## src/rtl/axis_pingpong_buffer.sv

```systemverilog
// Two-bank ping-pong AXI-Stream frame buffer with a per-frame length and early s_last termination.
// Define AXB_LEN_CHECK_EN to build the sticky frame-length error flags. Otherwise err is tied to 0.
//
//   state   | meaning
//   W_IDLE  | wait for ex_start while the write bank is EMPTY
//   W_ACK   | ex_startAck high; frame length latched on entry
//   W_FILL  | accept beats into the write bank until len or s_last
//   R_IDLE  | wait for the read bank to become FULL
//   R_WAIT  | settle delay of WAITCYCLES cycles before draining
//   R_DRAIN | present bank[rcnt] on the master side until the last beat transfers
module axis_pingpong_buffer #(
   parameter int DATAWIDTH  = 32,
   parameter int DEPTH      = 8,
   parameter int WAITCYCLES = 5,
   parameter int LENWIDTH   = $clog2(DEPTH + 1)
) (
   input  logic                 clk,
   input  logic                 rst,
   input  logic                 ex_start,
   output logic                 ex_startAck,
   input  logic [LENWIDTH-1:0]  cfg_len,
   input  logic [DATAWIDTH-1:0] s_data,
   input  logic                 s_valid,
   input  logic                 s_last,
   output logic                 s_ready,
   output logic [DATAWIDTH-1:0] m_data,
   output logic                 m_valid,
   output logic                 m_last,
   input  logic                 m_ready,
   output logic [1:0]           frames_pending,
   output logic [1:0]           err
);

   localparam int AW = $clog2(DEPTH);
   localparam int WW = (WAITCYCLES > 1) ? $clog2(WAITCYCLES) : 1;
   localparam logic [LENWIDTH-1:0] LEN_MAX   = LENWIDTH'(DEPTH);
   localparam logic [LENWIDTH-1:0] LEN_ONE   = LENWIDTH'(1);
   localparam logic [WW-1:0]       WAIT_LOAD = WW'((WAITCYCLES > 0) ? WAITCYCLES - 1 : 0);

   typedef enum logic [1:0] {W_IDLE, W_ACK, W_FILL} w_state_t;
   typedef enum logic [1:0] {R_IDLE, R_WAIT, R_DRAIN} r_state_t;

   w_state_t w_state, w_next;
   r_state_t r_state, r_next;

   logic [DATAWIDTH-1:0] mem [2][DEPTH];
   logic [1:0]           bank_full;
   logic [LENWIDTH-1:0]  bank_len [2];
   logic                 wptr, rptr;
   logic [LENWIDTH-1:0]  wcnt, rcnt, len_q;
   logic [WW-1:0]        wait_cnt;
   logic                 len_load;
   logic                 w_last_beat, r_last_beat;
   logic                 fill_done, drain_done;

   assign w_last_beat = (wcnt == len_q - LEN_ONE);
   assign r_last_beat = (rcnt == bank_len[rptr] - LEN_ONE);
   assign fill_done   = (w_state == W_FILL) && s_valid && (w_last_beat || s_last);
   assign drain_done  = (r_state == R_DRAIN) && m_ready && r_last_beat;

   always_ff @(posedge clk or posedge rst) begin
      if (rst) begin
         w_state <= W_IDLE;
         r_state <= R_IDLE;
      end else begin
         w_state <= w_next;
         r_state <= r_next;
      end
   end

   always_comb begin
      w_next      = w_state;
      ex_startAck = 1'b0;
      s_ready     = 1'b0;
      len_load    = 1'b0;
      case (w_state)
         W_IDLE: begin
            if (ex_start && !bank_full[wptr]) begin
               w_next   = W_ACK;
               len_load = 1'b1;
            end
         end
         W_ACK: begin
            ex_startAck = 1'b1;
            if (!ex_start) w_next = W_FILL;
         end
         W_FILL: begin
            s_ready = 1'b1;
            if (fill_done) w_next = W_IDLE;
         end
         default: w_next = W_IDLE;
      endcase
   end

   always_comb begin
      r_next  = r_state;
      m_valid = 1'b0;
      m_last  = 1'b0;
      m_data  = '0;
      case (r_state)
         R_IDLE: begin
            if (bank_full[rptr]) r_next = (WAITCYCLES == 0) ? R_DRAIN : R_WAIT;
         end
         R_WAIT: begin
            if (wait_cnt == '0) r_next = R_DRAIN;
         end
         R_DRAIN: begin
            m_valid = 1'b1;
            m_last  = r_last_beat;
            m_data  = mem[rptr][rcnt[AW-1:0]];
            if (drain_done) r_next = R_IDLE;
         end
         default: r_next = R_IDLE;
      endcase
   end

   // Storage is deliberately not reset; only the bank flags say what is valid.
   always_ff @(posedge clk) begin
      if (w_state == W_FILL && s_valid) mem[wptr][wcnt[AW-1:0]] <= s_data;
   end

   always_ff @(posedge clk or posedge rst) begin
      if (rst) begin
         wptr           <= 1'b0;
         rptr           <= 1'b0;
         wcnt           <= '0;
         rcnt           <= '0;
         len_q          <= LEN_MAX;
         wait_cnt       <= '0;
         bank_full      <= 2'b00;
         bank_len[0]    <= '0;
         bank_len[1]    <= '0;
         frames_pending <= 2'd0;
      end else begin
         if (len_load) len_q <= (cfg_len == '0 || cfg_len > LEN_MAX) ? LEN_MAX : cfg_len;

         if (w_state == W_FILL && s_valid) begin
            if (fill_done) begin
               wcnt            <= '0;
               wptr            <= ~wptr;
               bank_full[wptr] <= 1'b1;
               bank_len[wptr]  <= wcnt + LEN_ONE;
            end else begin
               wcnt <= wcnt + LEN_ONE;
            end
         end

         if (r_state == R_IDLE)
            wait_cnt <= WAIT_LOAD;
         else if (r_state == R_WAIT && wait_cnt != '0)
            wait_cnt <= wait_cnt - WW'(1);

         // Fill and drain always target different banks, so both may update bank_full together.
         if (drain_done) begin
            rcnt            <= '0;
            rptr            <= ~rptr;
            bank_full[rptr] <= 1'b0;
         end else if (r_state == R_DRAIN && m_ready) begin
            rcnt <= rcnt + LEN_ONE;
         end

         case ({fill_done, drain_done})
            2'b10:   frames_pending <= frames_pending + 2'd1;
            2'b01:   frames_pending <= frames_pending - 2'd1;
            default: frames_pending <= frames_pending;
         endcase
      end
   end

`ifdef AXB_LEN_CHECK_EN
   logic [1:0] err_q;
   logic       err_short, err_long;

   assign err_short = fill_done && s_last && !w_last_beat;
   assign err_long  = (w_state == W_FILL) && s_valid && w_last_beat && !s_last;

   always_ff @(posedge clk or posedge rst) begin
      if (rst)
         err_q <= 2'b00;
      else if (len_load)
         err_q <= 2'b00;
      else
         err_q <= err_q | {err_long, err_short};
   end

   assign err = err_q;
`else
   assign err = 2'b00;
`endif

endmodule

```

## config.mk

```make
export PLATFORM = sky130hd
export DESIGN_NAME = axis_pingpong_buffer
export DESIGN_NICKNAME = d
export VERILOG_FILES = /design/src/rtl/axis_pingpong_buffer.sv
export SDC_FILE = /design/constraint.sdc
export NUM_CORES = 1
export LEC_CHECK = 0
export ABC_AREA = 0
export BUFFER_PORTS_ARGS = -buffer_cell sky130_fd_sc_hd__buf_2
export CELL_PAD_IN_SITES_DETAIL_PLACEMENT = 1
export CELL_PAD_IN_SITES_GLOBAL_PLACEMENT = 1
export CORE_AREA = 8 8 176 245
export CTS_CLUSTER_SIZE = 8
export DETAILED_ROUTE_END_ITERATION = 10
export DIE_AREA = 0 0 184 253
export PLACE_DENSITY = 0.86
export SLEW_MARGIN = 10
export SYNTH_ARGS = -nofsm -noshare
export SYNTH_HDL_FRONTEND = slang
export SYNTH_SLANG_ARGS = --single-unit
```

## constraint.sdc

```tcl
create_clock -name clk -period 5.1 [get_ports clk]
set_input_delay 0.51 -clock clk [delete_from_list [all_inputs] [get_ports clk]]
set_output_delay 0.51 -clock clk [all_outputs]
set_load 0.02 [all_outputs]
```

* After elaboration in Yosys (flattened, before gate mapping)
Memories as Yosys holds them, arrays and structs flattened.
Index checks and enable logic that the tools add are counted.
** Operators by class
- Order comparisons :: 11
- Muxes and demuxes :: 46
- $add $sub $neg :: 7
- Reductions and logical operators :: 24
- Bitwise operators :: 9
- Eq/ne operators :: 14
** Operator list (number)
- 2-to-1 mux 256 bit :: 1
- 2-to-1 mux 32 bit :: 4
- binary-select mux 32 bit (select 3 bit) :: 1
- demux 32 bit (select 3 bit) :: 1
- 2-to-1 mux 4 bit :: 8
- 2-to-1 mux 2 bit :: 9
- 2-to-1 mux 1 bit :: 13
- inequality test 2 bit (second input constant) :: 6
- one-hot mux 2 bit (3 select lines) :: 2
- logical AND 1 bit :: 10
- adder 4 x 1 -> 4 bit (second input constant) :: 2
- bitwise mux 8 bit :: 1
- equality test 4 bit :: 2
- >= comparator 4 bit (second input constant) :: 2
- inverter 3 -> 4 bit :: 2
- subtractor 4 x 1 -> 4 bit (second input constant) :: 2
- equality test 2 x 1 -> 1 bit (second input constant) :: 3
- equality test 2 bit (second input constant) :: 3
- 2-to-1 mux 3 bit :: 2
- AND reduction 3 bit :: 2
- nonzero test 2 bit :: 3
- demux 4 bit (select 1 bit) :: 1
- >= comparator 2 bit (second input constant) :: 2
- > comparator 4 bit (second input constant) :: 1
- other kinds (21) :: 28
** Storage, ports and cells
- Memories kept :: 1
- Bits of input ports :: 42
- Logic and storage cells :: 124
- Register bits after elaboration :: 33
- Output and inout bits :: 40
- RAM bits :: 512
** Memory list
- mem :: depth 2, width 256, read ports 1, clocked after memory_dff 0, write ports 1, RTL line 46 : logic [DATAWIDTH-1:0] mem [2][DEPTH];

* Depth between registers and ports, before layout
- Word-level depth :: 9
- Mapped depth :: 12
- Mapped depth without buffers :: 10

* Least setup slack after synthesis
OpenSTA, ideal clock, no wires.
- Path kind :: flip-flop to flip-flop
- From :: reg w_state[0]
- To :: mem mem[1][224] (netlist bit) (enable)
- Path buffers :: 0
- Period minus slack after synthesis :: 4.131 ns
- Data arrival time :: 3.670 ns
- Setup time :: 0.461 ns
- Path slack :: 0.969 ns
- Stages on the path, launching flop included :: 6
- Path through :: dfrtp_1 -> nor2b_1 -> and2_1 -> nand2_1 -> or2_1 -> nor3_1
** Between the ends
- Word-level cells in the longest chain between the ends :: 4
** Ends and longest elaborated chain
- start, declared :: RTL line 43 : w_state_t w_state, w_next;
- start signal, assigned :: RTL line 66 : w_state <= w_next;
- equality test 2 bit :: RTL line 119 : if (w_state == W_FILL && s_valid) mem[wptr][wcnt[AW-1:0]] <= s_data;
- logical AND 1 bit :: RTL line 119
- 2-to-1 mux 1 bit :: RTL line 119
- 2-to-1 mux 256 bit (not written as such) :: RTL line 119
- end, declared :: RTL line 46
No other way between the ends.

* Worst setup path in the final report
- From :: reg rptr
- To :: out m_last
** Between the ends
- Word-level cells in the longest chain between the ends :: 7
** Ends and longest elaborated chain
- start, declared :: RTL line 49 : logic wptr, rptr;
- start signal, assigned :: RTL line 156 : rptr <= ~rptr;
- inverter 1 -> 2 bit (not written as such) :: RTL line 57 : assign r_last_beat = (rcnt == bank_len[rptr] - LEN_ONE);
- 2-to-1 mux 4 bit (not written as such) (3 in series) :: RTL line 57
- subtractor 4 x 1 -> 4 bit :: RTL line 57
- equality test 4 bit :: RTL line 57
- 2-to-1 mux 1 bit :: RTL line 100 : case (r_state)
- end, declared :: RTL line 28 : output logic m_last,
No other way between the ends. The select of a mux whose other input is x is not followed.

==> impl_metrics.py <==
metrics = {
    "timing": {
        "setup_violations": 0,
        "tns_ns": 0,
        "rsz0062_at_grt": "no",
        "maxSlewViolCount": 0,
        "fin_crit_ns": 4.29,
        "clock.fmax_mhz": 233,
        "worst_pin_slew_ns": 1.03,
        "slew_headroom_pct": 30.9,
        "finalHoldViolations": 0,
        "worst_clock_skew_ns": 0.0228,
        "final.period_utilization_pct": 84.1,
        "holdWs_ns": 0.0130,
    },
    "job": {
        "maxCapViolations": 0,
    },
    "worst_setup_path": {
        "critPathMaxFanout": 46,
        "cp-startpoint": "rptr$_DFFE_PP0N_",
        "endpoint_kind": "output pin",
        "reg2reg_from": "rptr$_DFFE_PP0N_",
        "worstSetupStartpointType": "flip-flop",
        "rrSetupSlack_ns": 1.47,
        "crit_required_ns": 4.59,
        "critPathKind": "flip-flop to output pin",
        "cp.arrival_ns": 3.78,
    },
    "synth": {
        "synth_area_um2": 21400,
        "synthMostInstantiatedCell": "edfxtp_1",
        "async_flop_share_pct": 6.06,
        "postSynthAreaPerCell_um2": 22.4,
        "yosysSeqAreaShare_pct": 75.8,
        "synth.area.top_cells": "edfxtp_1 (72%), mux4_2 (17%), dfrtp_1 (3.7%)",
        "synth-seq-cells": 545,
        "synth_top_area_share_pct": 72.0,
        "yosysUniqueCellTypes": 49,
        "synth_cells": 953,
        "ys_warn_count": 0,
        "yosys.area.top_type": "edfxtp_1",
        "synth-edff-count": 512,
        "ys.flop_type": "edfxtp_1",
        "synthTopCellsByCount": "edfxtp_1 (512), mux4_2 (160), and2_1 (35), dfrtp_1 (32), nand2_1 (23)",
    },
    "global_routing": {
        "grtUsageMet3_pct": 5.33,
        "grt_start_max_net_pins": 57,
        "grt_pass1_vias": 11700,
        "grtUsageMet2_pct": 39.3,
        "gr-max-usage-layer": "met2",
        "grt_antenna_before_repair": 5,
        "grt-ovfl-total": 0,
        "grtUsageTotal_pct": 24.0,
        "use_met1_pct": 30.0,
        "grt_pass1_wl_mm": 79.6,
    },
    "routing": {
        "vias": 10600,
        "wire_per_inst_um": 32.7,
        "vias_per_cell": 6.40,
        "postRouteAntennaNets": 0,
        "drc": 0,
        "drtIter0Drc": 1163,
        "routed_wirelength_mm": 54.3,
        "firstDrtPassIters": 5,
    },
    "clock_network": {
        "cts_tree": "built",
        "cts_resized": 0,
        "postCtsSetupBuffers": 0,
        "clockBufferDepth": 3,
        "cts_sinks": 545,
        "clk_pin_slew_ns": 0.05,
        "cts-root-buf": "clkbuf_16",
        "htreeDepth": 3,
        "holdBufCountCts": 0,
        "cts_inserted_buffers": 78,
        "clkLatencyLatePin_ns": 0.59,
    },
    "power": {
        "power.density_nw_per_um2": 526,
        "vdd_drop_max_uv": 255,
        "p_leak_uw": 0.00815,
    },
    "cells_and_area": {
        "syn_to_final_growth_pct": 15.4,
        "nNetsFinal": 1141,
        "fillers": 3299,
        "drive_gt1_share_pct": 33.8,
    },
    "floorplanning": {
        "die-area_um2": 46600,
        "rows": 87,
        "die_w_um": 184,
        "fp.dieH_um": 253,
        "core_um2": 39600,
        "initial_utilization_pct": 53.9,
        "pin_count": 82,
    },
    "placement": {
        "gp_congestion": 0.746,
        "io_buffers": 79,
        "dp_hpwl_mm": 27.1,
    },
    "run_status": {
        "status": "finished, final reports clean",
    },
    "hold_path": {
        "worstHoldPathType": "input port to asynchronous set/reset pin",
    },
}
[registers in the layout, summed over array words and instances, names as in the netlist]
register,cells
mem,512
bank_len,8
len_q,4
rcnt,4
wcnt,4
wait_cnt,3
bank_full,2
frames_pending,2
r_state,2
w_state,2
rptr,1
wptr,1
[placed cells by master, fill, tap and decap left out, drive strengths merged, types with 3 or more instances in the layout]
master	netlist	routed
a22o	4	4
dfrtp	32	32
nand2b	6	6
nand3	4	4
nor3	9	9
mux2	8	8
mux4	160	160
nand2	24	24
mux2i	6	6
xnor2	12	12
a21oi	7	7
a211oi	5	5
ha	7	7
nor2	22	22
xor2	5	5
nor2b	3	3
edfxtp	512	512
diode	0	5
o21ai	11	11
clkbuf	19	103
and2	35	35
inv	12	17
buf	28	105
[worst paths after layout]
| path | cells past startpoint | endpoint |
|---|---|---|
| max in group asynchronous | 3 | rcnt[1]$_DFFE_PP0P_ |
| max reg2reg | 9 | frames_pending[1]$_DFFE_PP0P_ |
| max | 8 | m_last |
| min reg2reg | 1 | frames_pending[1]$_DFFE_PP0P_ |
| min | 3 | wait_cnt[1]$_DFFE_PP0P_ |
| min in group clk | 3 | len_q[0]$_DFFE_PP0P_ |
[report_power, final]
group / internal [uW] / leakage (uW) / switching, uW
logic: 1500 / 0.00212 / 1340
clock network: 2790 / 0.00103 / 1840
registers: 5090 / 0.00500 / 407
total: 9380 / 0.00815 / 3590
[layer usage]
metal  vias up  wire length [um]
met2       669             27400
met4         2              2180
met5         -                13
met3       143              4580
li1       4240                 -
met1      5563             20100
[per-stage QoR]
stage | instance area, um2 | worst slack, ns | total power (uW) | std cells | utilization (%)
2_1_floorplan | 21400 | 0.969 | 7630 | 954 | -
5_1_grt | 24700 | 0.514 | 13400 | 1657 | 62.2
3_3_place_gp | 22500 | 1.56 | 8200 | 1546 | 56.9
4_1_cts | 24600 | 0.792 | 13000 | 1655 | 62.2
3_5_place_dp | 22500 | 1.52 | 8360 | 1546 | 56.9
6_report | 24700 | 0.813 | 13000 | 1660 | 62.2
[cell type report]
cell class              instances  area (um2)  share of cell area (%)
multi-input cells             350        4980                    20.2
clock buffers                 103        2070                    8.38
repair buffers                105         628                    2.55
clock inverters                 6        52.6                   0.213
inverters                      12        45.0                   0.183
well taps                     534         668                    2.71
flip-flops and latches        545       16200                    65.7
diodes                          5        12.5                  0.0507
[worst max-delay path, stage by stage, from the launching register on]
cell and delay [ns]:
dfrtp_4 1.02, mux2i_1 0.49, ha_1 0.26, xor2_1 0.30, nor4bb_1 0.11, mux2i_1 0.46, a21oi_1 0.19, and2_1 0.18
buf_2 0.15
[cells by family (layout without fill, tap and decap cells)]
logic type      after synthesis  after routing  share of synthesized area [%]
flops                       545            545                           75.8
xor+xnor                     17             17                          0.732
simple gates                112            112                           2.74
buf+inv                      59            226                           1.40
fa+ha+maj                     7              7                          0.410
compound gates               38             38                           1.29
mux                         174            174                           17.6
other cells                   1              7                         0.0176
Power figures use the tool's default switching activity.
